===== src/rtl/npu_pkg.sv =====
// Shared codes for the NPU stage sequencer: region/op codes, FSM state encoding, status word layout.
package npu_pkg;

  localparam logic [2:0] REGION_OP = 3'd5;

  localparam logic [11:0] OP_RST  = 12'd0;
  localparam logic [11:0] OP_TRIG = 12'd1;
  localparam logic [11:0] OP_REQ  = 12'd2;
  localparam logic [11:0] OP_STAT = 12'd3;
  localparam logic [11:0] OP_MASK = 12'd4;
  localparam logic [11:0] OP_ECLR = 12'd5;
  localparam logic [11:0] OP_TMO  = 12'd6;

  typedef enum logic [2:0] {
    StIdle   = 3'd0,
    StSel    = 3'd1,
    StLaunch = 3'd2,
    StWait   = 3'd3,
    StDone   = 3'd4
  } state_e;

  localparam int unsigned STAT_STATE_LSB = 4;
  localparam int unsigned STAT_CUR_LSB   = 7;
  localparam int unsigned STAT_BUSY      = 10;
  localparam int unsigned STAT_DONE      = 11;
  localparam int unsigned STAT_ERR_LSB   = 12;

  function automatic logic [31:0] pack_status(input logic [3:0] err, input logic done,
                                              input logic busy, input logic [2:0] cur,
                                              input state_e st);
    logic [31:0] s;
    s = '0;
    s[STAT_ERR_LSB +: 4]   = err;
    s[STAT_DONE]           = done;
    s[STAT_BUSY]           = busy;
    s[STAT_CUR_LSB +: 3]   = cur;
    s[STAT_STATE_LSB +: 3] = st;
    return s;
  endfunction

endpackage


===== src/rtl/npu_cmd_decode.sv =====
// Host access decoder: registers each access and splits it into op-region requests and
// load-buffer writes. Load writes are dropped (and flagged) while the sequencer is busy.
module npu_cmd_decode import npu_pkg::*; #(
  parameter int unsigned N_REGIONS = 5,
  parameter int unsigned MASK_W    = 4
) (
  input  logic              clk,
  input  logic              rst,
  input  logic              en,
  input  logic              we,
  input  logic [14:0]       addr,
  input  logic [31:0]       w_data,
  input  logic              busy,
  output logic              op_valid,
  output logic              op_we,
  output logic [11:0]       op_code,
  output logic [MASK_W-1:0] op_data,
  output logic              rd_valid,
  output logic              bad_region,
  output logic              ld_valid,
  output logic [2:0]        ld_region,
  output logic [11:0]       ld_index,
  output logic [31:0]       ld_data,
  output logic              ld_drop
);

  logic [2:0] region;
  logic       is_op, is_load, ld_acc;

  always_comb begin
    region  = addr[14:12];
    is_op   = (region == REGION_OP);
    is_load = !is_op && (32'(region) < N_REGIONS);
    ld_acc  = en && we && is_load;
  end

  always_ff @(posedge clk) begin
    if (rst) begin
      op_valid   <= 1'b0;
      op_we      <= 1'b0;
      op_code    <= '0;
      op_data    <= '0;
      rd_valid   <= 1'b0;
      bad_region <= 1'b0;
      ld_valid   <= 1'b0;
      ld_region  <= '0;
      ld_index   <= '0;
      ld_data    <= '0;
      ld_drop    <= 1'b0;
    end else begin
      op_valid   <= en && is_op;
      rd_valid   <= en && !we;
      bad_region <= en && !is_op && !is_load;
      ld_valid   <= ld_acc && !busy;
      ld_drop    <= ld_acc && busy;
      if (en) begin
        op_we   <= we;
        op_code <= addr[11:0];
        op_data <= w_data[MASK_W-1:0];
      end
      if (ld_acc && !busy) begin
        ld_region <= region;
        ld_index  <= addr[11:0];
        ld_data   <= w_data;
      end
    end
  end

endmodule


===== src/rtl/npu_stage_seq.sv =====
// Host-addressed sequencer running masked start/done handshakes over a chain of NPU layer stages.
// Optional per-stage watchdog enabled by defining STAGE_TIMEOUT_EN.
module npu_stage_seq import npu_pkg::*; #(
  parameter int unsigned N_STAGES  = 4,
  parameter int unsigned RES_W     = 24,
  parameter int unsigned N_REGIONS = 5,
  parameter int unsigned TMO_W     = 16
) (
  input  logic                clk,
  input  logic                rst,
  input  logic                en,
  input  logic                we,
  input  logic [14:0]         addr,
  input  logic [31:0]         w_data,
  output logic [31:0]         r_data,
  output logic                r_valid,
  output logic                ld_valid,
  output logic [2:0]          ld_region,
  output logic [11:0]         ld_index,
  output logic [31:0]         ld_data,
  output logic [N_STAGES-1:0] stage_start,
  input  logic [N_STAGES-1:0] stage_done,
  output logic                stage_abort,
  input  logic [RES_W-1:0]    result_in,
  output logic                busy,
  output logic                done
);

  logic                op_valid, op_we, rd_valid, bad_region, ld_drop;
  logic [11:0]         op_code;
  logic [N_STAGES-1:0] op_data;

  state_e              state_q;
  logic [2:0]          cur_q;
  logic [N_STAGES-1:0] mask_q, start_q;
  logic [3:0]          err_q, err_set;
  logic [RES_W-1:0]    res_q;
  logic                busy_q, done_q, abort_q;

  logic                wr_op, soft_rst, trig, mask_wr, err_clr, op_ok;
  logic                done_hit, sel_found, tmo_fire;
  logic [2:0]          sel_idx;
  logic [7:0]          done_ext;
  logic [N_STAGES-1:0] sel_onehot;

`ifdef STAGE_TIMEOUT_EN
  localparam bit TmoEn = 1'b1;
  localparam logic [TMO_W-1:0] TmoLast = {{(TMO_W-1){1'b1}}, 1'b0};
  logic [TMO_W-1:0] tmo_q;
`else
  localparam bit TmoEn = 1'b0;
`endif

  npu_cmd_decode #(
    .N_REGIONS (N_REGIONS),
    .MASK_W    (N_STAGES)
  ) u_decode (
    .clk        (clk),
    .rst        (rst),
    .en         (en),
    .we         (we),
    .addr       (addr),
    .w_data     (w_data),
    .busy       (busy_q),
    .op_valid   (op_valid),
    .op_we      (op_we),
    .op_code    (op_code),
    .op_data    (op_data),
    .rd_valid   (rd_valid),
    .bad_region (bad_region),
    .ld_valid   (ld_valid),
    .ld_region  (ld_region),
    .ld_index   (ld_index),
    .ld_data    (ld_data),
    .ld_drop    (ld_drop)
  );

  always_comb begin
    wr_op    = op_valid && op_we;
    soft_rst = wr_op && (op_code == OP_RST);
    trig     = wr_op && (op_code == OP_TRIG);
    mask_wr  = wr_op && (op_code == OP_MASK);
    err_clr  = wr_op && (op_code == OP_ECLR);
    if (op_we) begin
      op_ok = op_code inside {OP_RST, OP_TRIG, OP_MASK, OP_ECLR};
    end else begin
      op_ok = (op_code inside {OP_REQ, OP_STAT}) || (TmoEn && (op_code == OP_TMO));
    end
    // Only the stage currently being waited on may complete it.
    done_ext = 8'(stage_done);
    done_hit = (state_q == StWait) && done_ext[cur_q];
`ifdef STAGE_TIMEOUT_EN
    tmo_fire = (state_q == StWait) && !done_hit && (tmo_q == TmoLast);
`else
    tmo_fire = 1'b0;
`endif
    err_set = {tmo_fire,
               bad_region || (op_valid && !op_ok),
               ld_drop || (mask_wr && busy_q),
               trig && busy_q};
  end

  // Lowest enabled stage at or above the current position.
  always_comb begin
    sel_found  = 1'b0;
    sel_idx    = '0;
    sel_onehot = '0;
    for (int i = N_STAGES - 1; i >= 0; i--) begin
      if (mask_q[i] && (32'(i) >= 32'(cur_q))) begin
        sel_found = 1'b1;
        sel_idx   = 3'(i);
      end
    end
    for (int i = 0; i < N_STAGES; i++) begin
      sel_onehot[i] = sel_found && (3'(i) == sel_idx);
    end
  end

  always_ff @(posedge clk) begin
    if (rst) begin
      state_q <= StIdle;
      cur_q   <= '0;
      mask_q  <= '1;
      err_q   <= '0;
      res_q   <= '0;
      start_q <= '0;
      busy_q  <= 1'b0;
      done_q  <= 1'b0;
      abort_q <= 1'b0;
`ifdef STAGE_TIMEOUT_EN
      tmo_q   <= '0;
`endif
    end else if (soft_rst) begin
      state_q <= StIdle;
      cur_q   <= '0;
      err_q   <= '0;
      res_q   <= '0;
      start_q <= '0;
      busy_q  <= 1'b0;
      done_q  <= 1'b0;
      abort_q <= busy_q;
`ifdef STAGE_TIMEOUT_EN
      tmo_q   <= '0;
`endif
    end else begin
      start_q <= '0;
      abort_q <= 1'b0;
      err_q   <= err_clr ? err_set : (err_q | err_set);
      if (mask_wr && !busy_q) begin
        mask_q <= op_data;
      end
      unique case (state_q)
        StIdle, StDone: begin
          if (trig) begin
            state_q <= StSel;
            cur_q   <= '0;
            busy_q  <= 1'b1;
            done_q  <= 1'b0;
          end
        end
        StSel: begin
          if (sel_found) begin
            cur_q   <= sel_idx;
            start_q <= sel_onehot;
            state_q <= StLaunch;
          end else begin
            res_q   <= result_in;
            state_q <= StDone;
            busy_q  <= 1'b0;
            done_q  <= 1'b1;
          end
        end
        StLaunch: begin
          state_q <= StWait;
`ifdef STAGE_TIMEOUT_EN
          tmo_q   <= '0;
`endif
        end
        StWait: begin
          if (done_hit) begin
            cur_q   <= cur_q + 3'd1;
            state_q <= StSel;
          end else if (tmo_fire) begin
            abort_q <= 1'b1;
            state_q <= StIdle;
            busy_q  <= 1'b0;
          end
`ifdef STAGE_TIMEOUT_EN
          else begin
            tmo_q <= tmo_q + 1'b1;
          end
`endif
        end
        default: state_q <= StIdle;
      endcase
    end
  end

  always_comb begin
    r_data = '0;
    if (rd_valid && op_valid) begin
      if (op_code == OP_REQ) begin
        r_data = 32'($signed(res_q));
      end else if (op_code == OP_STAT) begin
        r_data = pack_status(err_q, done_q, busy_q, cur_q, state_q);
      end
`ifdef STAGE_TIMEOUT_EN
      else if (op_code == OP_TMO) begin
        r_data = 32'(tmo_q);
      end
`endif
    end
  end

  assign r_valid     = rd_valid;
  assign stage_start = start_q;
  assign stage_abort = abort_q;
  assign busy        = busy_q;
  assign done        = done_q;

endmodule


===== config.mk =====
export PLATFORM = sky130hd
export DESIGN_NAME = npu_stage_seq
export DESIGN_NICKNAME = d
export VERILOG_FILES = /design/src/rtl/npu_pkg.sv /design/src/rtl/npu_cmd_decode.sv /design/src/rtl/npu_stage_seq.sv
export SDC_FILE = /design/constraint.sdc
export NUM_CORES = 1
export LEC_CHECK = 0
export CAP_MARGIN = 15
export CORE_MARGIN = 2
export CORE_UTILIZATION = 29
export CTS_BUF_LIST = sky130_fd_sc_hd__clkbuf_4 sky130_fd_sc_hd__clkbuf_8
export DETAILED_ROUTE_END_ITERATION = 10
export PLACE_DENSITY = 0.62
export SLEW_MARGIN = 20
export SYNTH_ARGS = -nofsm -noshare
export SYNTH_HDL_FRONTEND = slang
export SYNTH_HIERARCHICAL = 1
export SYNTH_SLANG_ARGS = --single-unit

===== constraint.sdc =====
create_clock -name clk -period 3.7 [get_ports clk]
set_clock_uncertainty 0.1 [all_clocks]
set_input_delay 1.11 -clock clk [delete_from_list [all_inputs] [get_ports clk]]
set_output_delay 1.11 -clock clk [all_outputs]
set_load 0.005 [all_outputs]

Word-level counts from Yosys, hierarchy flattened --
Index checks and enable logic that the tools add are counted. Widths: inputs -> output; s select.
Operators by class: equal/unequal tests 17, mux-type cells 29, reduce and logical (&&, ||, !) cells 52, magnitude comparators 6, $add $sub $neg 1, bitwise operators 4
Operator list (number):
- $mux 32 | 2
- $logic_and 1x1->1 | 28
- $mux 3 | 9
- $eq 12x2->1 const B | 2
- $eq 12x3->1 const B | 2
- $mux 16 | 1
- $eq 12x1->1 const B | 1
- $logic_not 12->1 | 1
- $pmux 3 s4 | 1
- $mux 1 | 10
- $pmux 3 s3 | 1
- $ne 2x2->1 const B | 4
- $eq 2x3->1 const A | 2
- $eq 3x2->1 const B | 2
- $eq 3x3->1 const B | 2
- $ge 1x3->1 const A | 2
- $ge 2x3->1 const A | 2
- $logic_not 3->1 | 2
- $reduce_and 2->1 | 3
- $reduce_or 2->1 | 3
- $logic_not 1->1 | 5
- $lt 3x4->1 const B | 1
- $mux 2 | 2
- $or 4x3->4 | 1
- 15 further kinds | 20
Storage, ports and cells: input port bits 79, register bits after elaboration 114, word-level logic and storage cells 130, output and inout bits 88

Longest topological paths before layout --
depth after elaboration 8, depth in mapped cells 9, depth with buffers taken out 7

Cells and area by module --
The synthesis kept the hierarchy.
Modules (own cells, without submodules):
- npu_cmd_decode | cells each 272, sequential area each 1381.3 µm², times used 1, area each 2879.0 µm²
- npu_stage_seq | cells each 288, sequential area each 880.8 µm², times used 1, area each 2297.2 µm²

Least setup slack after synthesis --
Ideal clock, no wire load.
path type reg-to-output, from reg u_decode.op_code[11], to out r_data[24], data arrival time 1906 ps, cell stages (with the launch flop) 8, buffers on the path 2, required time 2490 ps, slack 584 ps, cells stage by stage dfxtp_1 > or4_1 > buf_2 > nor3_4 > and4bb_1 > and2b_1 > and2_1 > buf_4
On the way: cells in the longest elaborated chain, start to end 3
RTL lines:
- start, declared | RTL line npu_cmd_decode.sv:16 | output logic [11:0] op_code,
- start signal, assigned | RTL line npu_cmd_decode.sv:58 | op_code <= addr[11:0];
- $eq 12x2->1 | RTL line npu_stage_seq.sv:202 | if (op_code == OP_REQ) begin
- $mux 32 | RTL line npu_stage_seq.sv:202
- $mux 32 | RTL line npu_stage_seq.sv:201 | if (rd_valid && op_valid) begin
- end, declared | RTL line npu_stage_seq.sv:15 | output logic [31:0] r_data,
No other way between the ends.

Worst setup path in the final report --
from reg u_decode.op_code[8], to out r_data[3]
Same word-level chain as after synthesis.

==> impl_metrics.json <==
{
  "antennaDiodeCount": 0,
  "hold_viol": 0,
  "finalCritPeriodShare_pct": 99.9,
  "cts_root_buffer": "clkbuf_8",
  "wl_per_cell_um": 14.6,
  "place_congestion": 0.814,
  "path_delay_family": "simple AND/OR/NAND/NOR gates",
  "nets": 801,
  "grt_max_degree": 121,
  "die_y_um": 138,
  "h-tree-depth": 4,
  "antenna_left": 0,
  "synthAdderAreaFrac_pct": 0.725,
  "synth.most_common_cell": "dfxtp_1",
  "grt_pass1_vias": 4307,
  "synth_cells": 560,
  "drc": 0,
  "hold_path_class": "reg -> reg",
  "first_pass_iters": 5,
  "cts_hold_buf": 0,
  "r2r_end": "res_q[22]$_SDFFE_PP0P_",
  "first_iter_violations": 196,
  "cpPeakStageDelay_ns": 0.55,
  "critPathBufInv": 4,
  "rsz0062_at_grt": "yes",
  "route.vias.total": 4441,
  "dp_hpwl_um": 9850,
  "reg2reg_depth": 6,
  "synth_flop_cell": "dfxtp_1",
  "power.leakage_nw": 2.79,
  "peakVddDrop_mv": 0.193,
  "min_to": "res_q[21]$_SDFFE_PP0P_",
  "r2r-start": "cur_q[1]$_SDFFE_PP0P_",
  "io_pins": 167,
  "viasPerCell": 4.64,
  "required_ns": 2.49,
  "power_density_nw_per_um2": 383,
  "initial_utilization_pct": 29.8,
  "synth.distinct_cells": 53,
  "cp-end-kind": "output pin",
  "tightest_slew_ns": 0.868,
  "grt_usage_pct": 14.9,
  "slew_violations": 0,
  "layout-drive-gt1-share_pct": 13.0,
  "die-area_um2": 18900,
  "worstHoldStart": "res_q[21]$_SDFFE_PP0P_",
  "clk_pin_slew_worst_paths_ns": 0.07,
  "synth_top_area_cell": "dfxtp_1",
  "synth.area.top_cells": "dfxtp_1 (44%), mux2i_1 (12%), nand2b_1 (12%)",
  "synth_seq_cells": 113,
  "globalRouteOverflowTotal": 0,
  "startpoint_type": "flop",
  "seq_area_frac_synth_pct": 43.7,
  "cp_common_cell": "buf_6",
  "yosysWarnings": 6,
  "avgSynthCellArea_um2": 9.24,
  "synth_top_family_by_area": "simple AND/OR/NAND/NOR gates",
  "crit_path_top_delay_cell": "or4_4",
  "fmax_mhz": 271,
  "cts_buffer_depth": 2,
  "fin_ws_ns": 0.00453,
  "synth_mux_area_share_pct": 12.6,
  "finalSetupTns_ns": 0,
  "post-place-ws_ns": 0.0996,
  "synth_common_cells": "dfxtp_1 (113), nand2b_1 (99), mux2i_1 (63)",
  "die_w_um": 138,
  "relSlewSlack_pct": 42.2,
  "port_buffers": 166,
  "cts_tree": "built",
  "synth_compound_area_share_pct": 8.85,
  "antenna_found_initial": 0,
  "totalWireLength_um": 14000,
  "hold_depth": 2,
  "synth-edff-count": 0,
  "syn_nets": 642,
  "setup_viol": 0,
  "crit_chain": "or4_4, nor3_4, and4bb_1, and2b_2, buf_6, buf_6, buf_4, and2_4, buf_6",
  "path_class": "reg -> out",
  "yosys.area_share.simple_pct": 27.8,
  "arrival_ns": 2.49,
  "fillers": 1664,
  "area_growth_pct": 43.1,
  "fin_hold_ws_ns": 0.349,
  "synthArstFlopShare_pct": 0,
  "synth_top_area_share_pct": 43.7,
  "cts_buffers": 17,
  "cp_max_fo": 4,
  "synthXorXnorAreaFrac_pct": 0,
  "core-area_um2": 17400,
  "post-route-util_pct": 42.7,
  "grt_pass1_wl_um": 21900,
  "rows": 48,
  "syn_area_um2": 5180,
  "clock_latency_ns": 0.43,
  "reg2reg_slack_ns": 0.90,
  "max_cap_violations": 0,
  "status": "finished clean",
  "min_period_ns": 3.70,
  "cts_sinks": 113
}
==> power breakdown <==
part           switching (W)  internal [W]  total (W)  leakage [nW]
clock               0.000527      0.000749    0.00128         0.214
sequential         0.0000245       0.00125    0.00128         0.919
combinational       0.000109      0.000181   0.000290          1.66
total               0.000660       0.00218    0.00284          2.79
==> worst register-to-register path: stages (launching register included) <==
cell and delay (ns):
dfxtp_1 0.58, ha_1 0.28, and4bb_2 0.26, nor3_1 0.42
or3_1 0.76, nand2_1 0.14, a21oi_1 0.18
==> area by class of cell <==
type / instances / area (um2) / share of cell area, %
tap: 225 / 282 / 3.80
sequential: 113 / 2260 / 30.6
timing repair buffer: 184 / 1770 / 23.9
multi-input combinational: 395 / 2630 / 35.5
clock buffer: 18 / 248 / 3.34
inverter: 8 / 30.0 / 0.405
clock inverter: 14 / 189 / 2.55
==> what timing repair did <==
action,4_1_cts,5_1_grt
resized for setup,49,67
cloned,1,1
setup buffers,4,4
endpoints found under the setup margin,32,31
pin swaps,3,8
==> layer usage <==
| metal | routed length, um | global-route usage (%) |
|---|---|---|
| met1 | 6230 | 18.1 |
| met2 | 6550 | 24.0 |
| met3 | 1100 | 6.07 |
| met4 | 122 | 4.75 |
| met5 | 0 | 0 |
==> how the worst max path moves through the flow <==
stage	from	endpoint	cells past startpoint
2_1_floorplan	u_decode/op_code[11]$_SDFFE_PP0P_	r_data[24]	7
3_3_place_gp	u_decode/op_code[11]$_SDFFE_PP0P_	r_data[25]	6
3_5_place_dp	u_decode/op_code[7]$_SDFFE_PP0P_	r_data[28]	6
4_1_cts	u_decode/op_code[5]$_SDFFE_PP0P_	r_data[5]	7
5_1_grt	u_decode/op_code[8]$_SDFFE_PP0P_	r_data[3]	9
6_report	u_decode/op_code[8]$_SDFFE_PP0P_	r_data[3]	9
==> stage by stage <==
| step | power [W] | area, um2 | cells |
|---|---|---|---|
| 2_1_floorplan | 0.00143 | 5180 | 560 |
| 3_3_place_gp | 0.00158 | 6910 | 915 |
| 3_5_place_dp | 0.00159 | 6910 | 915 |
| 4_1_cts | 0.00288 | 7380 | 952 |
| 5_1_grt | 0.00297 | 7410 | 957 |
| 6_report | 0.00284 | 7410 | 957 |
==> sequential cells by signal, summed over array words and instances, names as in the netlist, 3 cells and up <==
name,count
stage_start,4
err_q,3
res_q,24
mask_q,4
state_q,3
u_decode/ld_data,32
u_decode/ld_index,12
cur_q,3
u_decode/op_code,12
u_decode/ld_region,3
u_decode/op_data,4
==> placed cells by master (no fill, tap or decap), drive strengths merged, types with 4 or more instances in the layout <==
cell type        n
dlygate4sd2      6
o31ai            5
nor2            44
and2            14
dfxtp          113
nand4b           5
clkinv           7
nor3             7
a22oi           12
a21oi           31
clkbuf          29
mux2i           63
buf             30
nand2b          99
clkdlybuf4s50  133
or4              5
a211o            4
nand2           54
bufinv           4
inv              8
nor4             5
==> logic make-up after synthesis <==
logic type | Yosys count
AND/OR/NAND/NOR | 258
flip-flops | 113
AO/OA/AOI/OAI | 69
multiplexers | 64
buffers and inverters | 53
adder cells (fa/ha/maj) | 3
No activity file was read; power rests on OpenSTA's default activity.
